## src/rtl/muldiv_pkg.sv

```systemverilog
// Shared state encoding, M-extension func3 codes and iteration constants for the
// execute-stage multiply/divide unit.
package muldiv_pkg;

  typedef enum logic [1:0] {
    ST_IDLE = 2'd0,
    ST_MUL  = 2'd1,
    ST_DIV  = 2'd2,
    ST_DONE = 2'd3
  } state_e;

  localparam logic [2:0] F3_MUL    = 3'b000;
  localparam logic [2:0] F3_MULH   = 3'b001;
  localparam logic [2:0] F3_MULHSU = 3'b010;
  localparam logic [2:0] F3_MULHU  = 3'b011;
  localparam logic [2:0] F3_DIV    = 3'b100;
  localparam logic [2:0] F3_DIVU   = 3'b101;
  localparam logic [2:0] F3_REM    = 3'b110;
  localparam logic [2:0] F3_REMU   = 3'b111;

  // Wide enough to hold the full-width iteration count (64).
  localparam int CNT_W = 7;
  localparam logic [CNT_W-1:0] STEPS_WORD = 7'd32;

  // rs1 is treated as two's complement for these operations.
  function automatic logic rs1_is_signed(input logic [2:0] f3);
    return (f3 == F3_MUL) || (f3 == F3_MULH) || (f3 == F3_MULHSU) ||
           (f3 == F3_DIV) || (f3 == F3_REM);
  endfunction

  // rs2 is treated as two's complement for these operations.
  function automatic logic rs2_is_signed(input logic [2:0] f3);
    return (f3 == F3_MUL) || (f3 == F3_MULH) || (f3 == F3_DIV) || (f3 == F3_REM);
  endfunction

endpackage

```

## src/rtl/muldiv_operand_prep.sv

```systemverilog
// Combinational operand conditioning: W-variant extension, magnitudes, sign flags
// and detection of the divide cases that bypass the iterative datapath.
module muldiv_operand_prep
  import muldiv_pkg::*;
#(
  parameter int DATA_WIDTH = 64
) (
  input  logic [2:0]            func3,
  input  logic                  word,
  input  logic [DATA_WIDTH-1:0] rs1_data,
  input  logic [DATA_WIDTH-1:0] rs2_data,
  output logic [2:0]            op,
  output logic [DATA_WIDTH-1:0] a_mag,
  output logic [DATA_WIDTH-1:0] b_mag,
  output logic                  res_neg,
  output logic                  rem_neg,
  output logic                  div_zero,
  output logic                  div_ovf
);

  logic [DATA_WIDTH-1:0] a_ext;
  logic [DATA_WIDTH-1:0] b_ext;
  logic [DATA_WIDTH-1:0] min_val;
  logic                  a_sgn;
  logic                  b_sgn;
  logic                  a_neg;
  logic                  b_neg;

  // Illegal W-variant high multiplies collapse to MULW; then extend, take magnitudes and flag special divides.
  always_comb begin
    op = (word && !func3[2]) ? F3_MUL : func3;
    a_sgn = rs1_is_signed(op);
    b_sgn = rs2_is_signed(op);
    if (word) begin
      a_ext   = {{(DATA_WIDTH-32){a_sgn & rs1_data[31]}}, rs1_data[31:0]};
      b_ext   = {{(DATA_WIDTH-32){b_sgn & rs2_data[31]}}, rs2_data[31:0]};
      min_val = {{(DATA_WIDTH-32){1'b1}}, 32'h8000_0000};
    end else begin
      a_ext   = rs1_data;
      b_ext   = rs2_data;
      min_val = {1'b1, {(DATA_WIDTH-1){1'b0}}};
    end
    a_neg    = a_sgn & a_ext[DATA_WIDTH-1];
    b_neg    = b_sgn & b_ext[DATA_WIDTH-1];
    a_mag    = a_neg ? (-a_ext) : a_ext;
    b_mag    = b_neg ? (-b_ext) : b_ext;
    res_neg  = a_neg ^ b_neg;
    rem_neg  = a_neg;
    div_zero = op[2] & (b_ext == '0);
    div_ovf  = op[2] & ~op[0] & (a_ext == min_val) & (b_ext == '1);
  end

endmodule

```

## src/rtl/execute_muldiv_unit.sv

```systemverilog
// Iterative RV64 M-extension unit for the execute stage: radix-2 shift-add
// multiply and restoring divide on magnitudes, with one-cycle fast paths for
// divide-by-zero and signed overflow. Stalls the front of the pipe while busy.
module execute_muldiv_unit
  import muldiv_pkg::*;
#(
  parameter int DATA_WIDTH = 64
) (
  input  logic                  clk_i,
  input  logic                  arst_i,
  input  logic                  start_i,
  input  logic                  flush_i,
  input  logic [2:0]            func3_i,
  input  logic                  word_i,
  input  logic [DATA_WIDTH-1:0] rs1_data_i,
  input  logic [DATA_WIDTH-1:0] rs2_data_i,
  output logic                  stall_o,
  output logic                  done_o,
  output logic [DATA_WIDTH-1:0] result_o
);

  localparam int W = DATA_WIDTH;
  localparam logic [CNT_W-1:0] STEPS_FULL = CNT_W'(DATA_WIDTH);

  state_e         state_q, state_d;
  logic [CNT_W-1:0] cnt_q, cnt_d;
  logic [W-1:0]   acc_q, acc_d;
  logic [W-1:0]   lo_q, lo_d;
  logic [W-1:0]   opnd_q, opnd_d;
  logic [2:0]     op_q, op_d;
  logic           word_q, word_d;
  logic           res_neg_q, res_neg_d;
  logic           rem_neg_q, rem_neg_d;

  logic [2:0]     p_op;
  logic [W-1:0]   p_a_mag;
  logic [W-1:0]   p_b_mag;
  logic           p_res_neg;
  logic           p_rem_neg;
  logic           p_div_zero;
  logic           p_div_ovf;

  logic [W:0]     mul_sum;
  logic [W:0]     div_shift;
  logic [W-1:0]   div_diff;
  logic           div_ge;

  logic [2*W-1:0] mul_mag;
  logic [2*W-1:0] mul_val;
  logic [W-1:0]   quo_val;
  logic [W-1:0]   rem_val;
  logic [W-1:0]   full_val;
  logic [W-1:0]   final_val;

  muldiv_operand_prep #(
    .DATA_WIDTH(DATA_WIDTH)
  ) u_prep (
    .func3    (func3_i),
    .word     (word_i),
    .rs1_data (rs1_data_i),
    .rs2_data (rs2_data_i),
    .op       (p_op),
    .a_mag    (p_a_mag),
    .b_mag    (p_b_mag),
    .res_neg  (p_res_neg),
    .rem_neg  (p_rem_neg),
    .div_zero (p_div_zero),
    .div_ovf  (p_div_ovf)
  );

  // One radix-2 step: {acc,lo} shifts right through the adder for multiply; {acc,lo} shifts left with trial subtract for divide.
  always_comb begin
    mul_sum   = {1'b0, acc_q} + (lo_q[0] ? {1'b0, opnd_q} : {(W+1){1'b0}});
    div_shift = {acc_q, lo_q[W-1]};
    div_ge    = div_shift >= {1'b0, opnd_q};
    div_diff  = div_shift[W-1:0] - opnd_q;
  end

  // Next-state and datapath-load logic; flush wins over everything else.
  always_comb begin
    state_d   = state_q;
    cnt_d     = cnt_q;
    acc_d     = acc_q;
    lo_d      = lo_q;
    opnd_d    = opnd_q;
    op_d      = op_q;
    word_d    = word_q;
    res_neg_d = res_neg_q;
    rem_neg_d = rem_neg_q;
    if (flush_i) begin
      state_d = ST_IDLE;
      cnt_d   = '0;
    end else begin
      case (state_q)
        ST_IDLE: begin
          if (start_i) begin
            op_d      = p_op;
            word_d    = word_i;
            res_neg_d = p_res_neg;
            rem_neg_d = p_rem_neg;
            cnt_d     = word_i ? STEPS_WORD : STEPS_FULL;
            opnd_d    = p_b_mag;
            acc_d     = '0;
            if (!p_op[2]) begin
              state_d = ST_MUL;
              lo_d    = p_b_mag;
              opnd_d  = p_a_mag;
            end else if (p_div_zero) begin
              state_d   = ST_DONE;
              cnt_d     = '0;
              lo_d      = '1;
              acc_d     = p_a_mag;
              res_neg_d = 1'b0;
            end else if (p_div_ovf) begin
              state_d   = ST_DONE;
              cnt_d     = '0;
              lo_d      = p_a_mag;
              res_neg_d = 1'b0;
              rem_neg_d = 1'b0;
            end else begin
              state_d = ST_DIV;
              lo_d    = word_i ? (p_a_mag << 32) : p_a_mag;
            end
          end
        end
        ST_MUL: begin
          acc_d = mul_sum[W:1];
          lo_d  = {mul_sum[0], lo_q[W-1:1]};
          cnt_d = cnt_q - CNT_W'(1);
          if (cnt_q == CNT_W'(1)) begin
            state_d = ST_DONE;
          end
        end
        ST_DIV: begin
          acc_d = div_ge ? div_diff : div_shift[W-1:0];
          lo_d  = {lo_q[W-2:0], div_ge};
          cnt_d = cnt_q - CNT_W'(1);
          if (cnt_q == CNT_W'(1)) begin
            state_d = ST_DONE;
          end
        end
        ST_DONE: begin
          state_d = ST_IDLE;
        end
        default: begin
          state_d = ST_IDLE;
        end
      endcase
    end
  end

  // State, counter and datapath registers, cleared asynchronously.
  always_ff @(posedge clk_i or posedge arst_i) begin
    if (arst_i) begin
      state_q   <= ST_IDLE;
      cnt_q     <= '0;
      acc_q     <= '0;
      lo_q      <= '0;
      opnd_q    <= '0;
      op_q      <= '0;
      word_q    <= 1'b0;
      res_neg_q <= 1'b0;
      rem_neg_q <= 1'b0;
    end else begin
      state_q   <= state_d;
      cnt_q     <= cnt_d;
      acc_q     <= acc_d;
      lo_q      <= lo_d;
      opnd_q    <= opnd_d;
      op_q      <= op_d;
      word_q    <= word_d;
      res_neg_q <= res_neg_d;
      rem_neg_q <= rem_neg_d;
    end
  end

  // Apply signs to the magnitude results and pick the field the operation asked for; a W-variant product sits 32 bits up.
  always_comb begin
    mul_mag = word_q ? ({acc_q, lo_q} >> 32) : {acc_q, lo_q};
    mul_val = res_neg_q ? (-mul_mag) : mul_mag;
    quo_val = res_neg_q ? (-lo_q) : lo_q;
    rem_val = rem_neg_q ? (-acc_q) : acc_q;
    case (op_q)
      F3_MUL:                       full_val = mul_val[W-1:0];
      F3_MULH, F3_MULHSU, F3_MULHU: full_val = mul_val[2*W-1:W];
      F3_DIV, F3_DIVU:              full_val = quo_val;
      F3_REM, F3_REMU:              full_val = rem_val;
      default:                      full_val = '0;
    endcase
    final_val = word_q ? {{(W-32){full_val[31]}}, full_val[31:0]} : full_val;
  end

  // Pipeline handshake: hold the front end while accepting or iterating, never while a flush is in progress.
  always_comb begin
    stall_o  = (((state_q == ST_IDLE) & start_i) | (state_q == ST_MUL) | (state_q == ST_DIV)) & ~flush_i;
    done_o   = (state_q == ST_DONE);
    result_o = (state_q == ST_DONE) ? final_val : '0;
  end

endmodule

```

## config.mk

```make
export PLATFORM = sky130hd
export DESIGN_NAME = execute_muldiv_unit
export DESIGN_NICKNAME = d
export VERILOG_FILES = /design/src/rtl/muldiv_pkg.sv /design/src/rtl/muldiv_operand_prep.sv /design/src/rtl/execute_muldiv_unit.sv
export SDC_FILE = /design/constraint.sdc
export NUM_CORES = 2
export LEC_CHECK = 0
export BUFFER_PORTS_ARGS = -buffer_cell sky130_fd_sc_hd__buf_2
export CELL_PAD_IN_SITES_DETAIL_PLACEMENT = 1
export CELL_PAD_IN_SITES_GLOBAL_PLACEMENT = 2
export CORE_ASPECT_RATIO = 1.75
export CORE_MARGIN = 1.5
export CORE_UTILIZATION = 39
export CTS_CLUSTER_DIAMETER = 60
export DETAILED_ROUTE_END_ITERATION = 10
export HOLD_SLACK_MARGIN = 0.05
export PLACE_DENSITY = 0.95
export SETUP_SLACK_MARGIN = 0.4
export SLEW_MARGIN = 0
export SYNTH_ARGS = -nofsm -noshare
export SYNTH_HDL_FRONTEND = slang
export SYNTH_SLANG_ARGS = --single-unit
export TNS_END_PERCENT = 1
```

## constraint.sdc

```tcl
create_clock -name clk_i -period 16.15 [get_ports clk_i]
set_input_delay 3.23 -clock clk_i [delete_from_list [all_inputs] [get_ports clk_i]]
set_output_delay 3.23 -clock clk_i [all_outputs]
set_load 0.01 [all_outputs]
```

# [Word level (Yosys, flattened, before mapping)]
# Cells that the tools add are included.
[word_totals] register_bits=207 word_cells=121 out_inout_bits=66
[op_classes] order_cmp=1 n_bitwise=15 n_reduce_logical=22 mux=46 add_sub_neg=8 n_eq_ne=20
[op_table] op="two-way mux 64 bit" n=19
[op_table] op="one-hot mux 64 bit (3 select lines)" n=2
[op_table] op="two-way mux 128 bit" n=2
[op_table] op="negator 64 bit" n=4
[op_table] op="one-hot mux 64 bit (4 select lines)" n=1
[op_table] op="negator 128 bit" n=1
[op_table] op="adder 64 x 64 -> 65 bit" n=1
[op_table] op=">= comparator 65 x 64 -> 1 bit" n=1
[op_table] op="== test 64 bit" n=1
[op_table] op="== test 64 bit, second input constant" n=1
[op_table] op="logical NOT 64 bit" n=1
[op_table] op="subtractor 64 bit" n=1
[op_table] op="two-way mux 63 bit" n=1
[op_table] op="two-way mux 7 bit" n=6
[op_table] op="== test 3 bit, second input constant" n=6
[op_table] op="one-hot mux 7 bit (2 select lines)" n=1
[op_table] op="bitwise AND 1 bit" n=10
[op_table] op="== test 3 x 2 -> 1 bit, second input constant" n=3
[op_table] op="two-way mux 1 bit" n=8
[op_table] op="two-way mux 2 bit" n=4
[op_table] op="== test 7 x 1 -> 1 bit, second input constant" n=1
[op_table] op="subtractor 7 x 1 -> 7 bit, second input constant" n=1
[op_table] op="== test 3 x 1 -> 1 bit, second input constant" n=2
[op_table] op="logical NOT 3 bit" n=2
[op_table] op="19 further kinds" n=32

# [Depth between registers and ports, before layout]
[depth] ltp_word=19 depth_mapped=23 ltp_nobuf=16

# [Cells and area by module]
# A second synthesis with hierarchy kept.
[unflattened] cells_unflattened=5085 hier_area_um2=34878.5
[modules_own_cells] mod="execute_muldiv_unit" seq_area_each_um2=5180.0 area_each_um2=30434.2 cells_each=4377 n_inst=1
[modules_own_cells] mod="muldiv_operand_prep" seq_area_each_um2=0.0 area_each_um2=4444.3 cells_each=708 n_inst=1

# [Worst setup path before layout]
# No wires, ideal clock.
[synth_timing] kind="reg2out" from="register word_q" to="output port result_o[24]" arrival_ps=5298 stages_incl_launch_ff=23 slack_ps=7622 path_cell_list="dfrtp_1 -> buf_2 -> buf_4 -> buf_2 -> buf_2 -> buf_2 -> buf_2 -> buf_1 -> buf_2 -> clkbuf_1 -> mux2i_1 -> ha_1 -> o221a_2 -> and4_1 -> buf_2 -> and4_1 -> nand4_1 -> or3_1 -> or2_1 -> nand2_1 -> xor2_1 -> nand2_1 -> a221oi_1"
[synth_between] elab_chain_cells=6
[synth_rtl] item="from (decl)" line="execute_muldiv_unit.sv:31" source="logic word_q, word_d;"
[synth_rtl] item="from (signal assigned)" line="execute_muldiv_unit.sv:171" source="word_q <= word_d;"
[synth_rtl] item="two-way mux 128 bit *" line="execute_muldiv_unit.sv:179" source="mul_mag = word_q ? ({acc_q, lo_q} >> 32) : {acc_q, lo_q};"
[synth_rtl] item="negator 128 bit" line="execute_muldiv_unit.sv:180" source="mul_val = res_neg_q ? (-mul_mag) : mul_mag;"
[synth_rtl] item="two-way mux 128 bit *" line="execute_muldiv_unit.sv:180"
[synth_rtl] item="one-hot mux 64 bit (4 select lines) *" line="execute_muldiv_unit.sv:183" source="case (op_q)"
[synth_rtl] item="two-way mux 64 bit *" line="execute_muldiv_unit.sv:190" source="final_val = word_q ? {{(W-32){full_val[31]}}, full_val[31:0]} : full_val;"
[synth_rtl] item="two-way mux 64 bit *" line="execute_muldiv_unit.sv:197" source="result_o = (state_q == ST_DONE) ? final_val : '0;"
[synth_rtl] item="to (decl)" line="execute_muldiv_unit.sv:19" source="output logic [DATA_WIDTH-1:0] result_o"
# Mark *: on every way between the ends. The rest lies on a longest branch, timed or not.

# [Worst setup path in the final report]
[layout_timing] from="register word_q" to="output port result_o[53]"
[layout_between] elab_chain_cells=6
[layout_rtl] item="two-way mux 128 bit" line="execute_muldiv_unit.sv:179"
[layout_rtl] item="negator 128 bit" line="execute_muldiv_unit.sv:180"
[layout_rtl] item="two-way mux 128 bit" line="execute_muldiv_unit.sv:180"
[layout_rtl] item="one-hot mux 64 bit (4 select lines)" line="execute_muldiv_unit.sv:183"
[layout_rtl] item="two-way mux 64 bit *" line="execute_muldiv_unit.sv:190"
[layout_rtl] item="two-way mux 64 bit *" line="execute_muldiv_unit.sv:197"
# Marks and branches as above.

==> flow_summary_export.csv <==
group,metric,value,unit
run_status,status,"finished, violations left",
run_status,failed_checks,"max-capacitance violations, max-slew violations",
logic_synthesis,synth_fa_ha_area_frac,0.0537,
clock_network,cts_resized,0,
logic_synthesis,ys_types,94,
logic_synthesis,synth_top_area_frac,0.154,
logic_synthesis,synth_area_leaders,"dfrtp_1 (15%), a21oi_1 (7.5%), o21ai_0 (6.9%)",
routing,viasPerCell,7.20,
floorplan,die_h,391,µm
routing,met3_length,24.5,mm
logic_synthesis,ys_warn_count,0,
sta,tightest_slew,1.63,ns
placement,gp_congestion,1.15,
floorplan,die_area,87900,µm²
clock_network,cts_made_buffers,23,
clock_network,cts_tree,"yes",
clock_network,holdBufCountCts,0,
logic_synthesis,avgSynthCellArea,6.68,µm²
sta,setup_viol,0,
power_and_ir_drop,ir_drop,0.000137,V
routing,avgRoutedWirePerCell,35.6,µm
sta,fin_tns_setup,0,ns
worst_setup_path,startpoint,"word_q$_DFFE_PP0P_",
logic_synthesis,synth-async-reset-ratio,1.00,
logic_synthesis,synth_compound_area_frac,0.321,
sta,relSlewSlack,-0.0928,
sta,finalClockSkew,0.0261,ns
routing,ant_nets,0,
sta,rsz0062_at_grt,"false",
placement,port_buffers,201,
global_routing,grt_pass1_wl,314,mm
cells_and_area,drive_above_1_share,0.0976,
cells_and_area,finalNetCount,5230,
worst_setup_path,rrSetupSlack,9.37,ns
global_routing,grt_pass1_vias,43600,
floorplan,core.rowCount,142,
sta,post-route-period-util,0.606,
global_routing,grtUsageTotal,0.493,
logic_synthesis,yosys.area_share.simple,0.256,
clock_network,root_buffer,"clkbuf_16",
sta,hold_violations,0,
sta,clock.fmax,102,MHz
cells_and_area,final_core_util,0.425,
worst_setup_path,r2r-start,"lo_q[0]$_DFFE_PP0P_",
power_and_ir_drop,design_power_total,0.00851,W
clock_network,cts_max_level,1,
worst_setup_path,path_class,"reg2out",
worst_setup_path,cp_max_fo,155,
logic_synthesis,synth_xor_area_frac,0.109,
sta,slew_viol_final,18,
logic_synthesis,post-synth-top-count-cell,"nand2_1",
routing,met1Wirelength,70.5,mm
sta,finalHoldWorstSlack,0.483,ns
routing,wirelength,219,mm
cells_and_area,finish.instance_area,36400,µm²
logic_synthesis,synth_edf_count,0,
power_and_ir_drop,powerDensity,234,nW/µm²
worst_setup_path,crit_path_start_kind,"register",
worst_setup_path,worstSetupEndpointType,"output pin",
logic_synthesis,ys_seq_elements,207,
cells_and_area,area_growth,8.27,%
global_routing,overflow,0,
hold_path,hold_path.class,"reg2reg",
logic_synthesis,synth_top_area_cell,"dfrtp_1",
logic_synthesis,synth_flop_cell,"dfrtp_1",
worst_setup_path,r2r_end,"acc_q[57]$_DFFE_PP0P_",
global_routing,grt_max_degree,156,
clock_network,numClockSinks,207,
logic_synthesis,ys_seq_area_frac,0.154,
clock_network,clkLatencyLatePin,0.62,ns
worst_setup_path,arrival,6.56,ns
worst_setup_path,endpoint,"result_o[53]",
clock_network,post-cts-setup-buffers,0,
cells_and_area,fillers,11200,
routing,top_layer,"met5",
logic_synthesis,synth.mux.area_fraction,0.0392,
logic_synthesis,syn_inst,5030,
routing,first_iter_violations,5644,
floorplan,fp.coreArea,85500,µm²
worst_setup_path,required,12.92,ns
logic_synthesis,synth_area,33600,µm²
placement,dp_hpwl,165,mm
clock_network,cts_buffer_depth,3,
worst_setup_path,r2r_cells,17,
logic_synthesis,synth_common_cells,"nand2_1 (589), a21oi_1 (501), nor2_1 (500), o21ai_0 (462), clkbuf_1 (373)",
clock_network,clk_pin_slew_worst_paths,0.07,ns
sta,post-route-min-period,9.79,ns
logic_synthesis,synthesis.nets,5309,
floorplan,die_w,225,µm
power_and_ir_drop,p_leak,14.7,nW
routing,vias,44200,
placement,place_area,35500,µm²
job,max-cap-violations,7,
logic_synthesis,synth_top_family_by_area,"compound AO/OA/AOI/OAI gates",
global_routing,antenna_found_initial,34,
routing,drtPass1Iterations,6,
floorplan,start_util,0.393,
routing,met2_length,93.4,mm
routing,drc,0,
floorplan,io-pin-count,202,
-- per-layer routing --
metal | GRT usage | vias to the layer above
li1 | - | 18200
met1 | 0.494 | 21300
met2 | 0.743 | 3264
met3 | 0.189 | 1467
met4 | 0.549 | 12
met5 | 0.00905 | -
-- cell type report --
type	count	area, µm²	area share
tap	1152	1440	0.0396
multi-input combinational	4244	26300	0.723
clock buffer	31	626	0.0172
antenna	29	72.6	0.00200
inverter	129	492	0.0135
sequential	207	5190	0.143
timing repair buffer	346	2120	0.0582
clock inverter	11	135	0.00372
-- logic make-up after synthesis --
kind of cell	Yosys count
simple gates	1837
mux	128
flops	207
buf+inv	579
fa+ha+maj	143
xor+xnor	418
compound gates	1718
-- how the worst min path moves through the flow --
stage | startpoint | end | slack [ns] | cells past startpoint
2_1_floorplan | opnd_q[61]$_DFFE_PP0P_ | opnd_q[61]$_DFFE_PP0P_ | 0.45 | 1
3_3_place_gp | opnd_q[15]$_DFFE_PP0P_ | opnd_q[15]$_DFFE_PP0P_ | 0.46 | 2
3_5_place_dp | opnd_q[48]$_DFFE_PP0P_ | opnd_q[48]$_DFFE_PP0P_ | 0.47 | 2
4_1_cts | opnd_q[48]$_DFFE_PP0P_ | opnd_q[48]$_DFFE_PP0P_ | 0.49 | 2
5_1_grt | opnd_q[20]$_DFFE_PP0P_ | opnd_q[20]$_DFFE_PP0P_ | 0.50 | 2
6_report | opnd_q[48]$_DFFE_PP0P_ | opnd_q[48]$_DFFE_PP0P_ | 0.48 | 2
-- cells in the final DEF (no fill, tap or decap), types with 65 or more instances in the layout --
master,instances
inv_1,124
nand2_1,589
xnor2_1,225
buf_2,200
a21o_1,71
a31oi_1,70
xor2_1,192
nand4_1,75
ha_1,138
nor3_1,182
or3_1,65
o21ai_0,461
buf_4,144
nor2_1,497
nand3_1,105
dfrtp_1,204
a21oi_1,501
o31ai_1,70
mux2i_1,109
a22oi_1,82
-- where the power goes --
part / switching, W / internal (W) / total (W)
registers: 0.000519 / 0.000725 / 0.00124
logic: 0.00468 / 0.00200 / 0.00668
clock network: 0.000279 / 0.000309 / 0.000588
-- sequential cells by signal, indices dropped and copies added (netlist names) --
register	cells
lo_q	64
rem_neg_q	1
acc_q	64
cnt_q	7
word_q	1
opnd_q	64
op_q	3
state_q	2
res_neg_q	1
-- worst max-delay path, stage by stage (launching register included) --
cell	delay [ns]
dfrtp_4	0.60
buf_12	0.42
buf_4	0.82
a21oi_1	0.31
nor2_1	0.44
nand4_1	0.20
nor4_2	0.59
nand4_1	0.77
or3_1	0.60
a21oi_1	0.16
o21ai_0	0.11
o211ai_1	0.13
a222oi_1	0.19
o21ai_0	0.20
buf_2	0.15
-- stage by stage --
stage               cells  setup WS, ns
finish               6149          6.36
global route         6127          6.26
CTS                  6119          6.91
detailed placement   6077          7.54
global placement     6077          7.59
floorplan            5030          7.27
No activity file was read; power rests on OpenSTA's default activity.
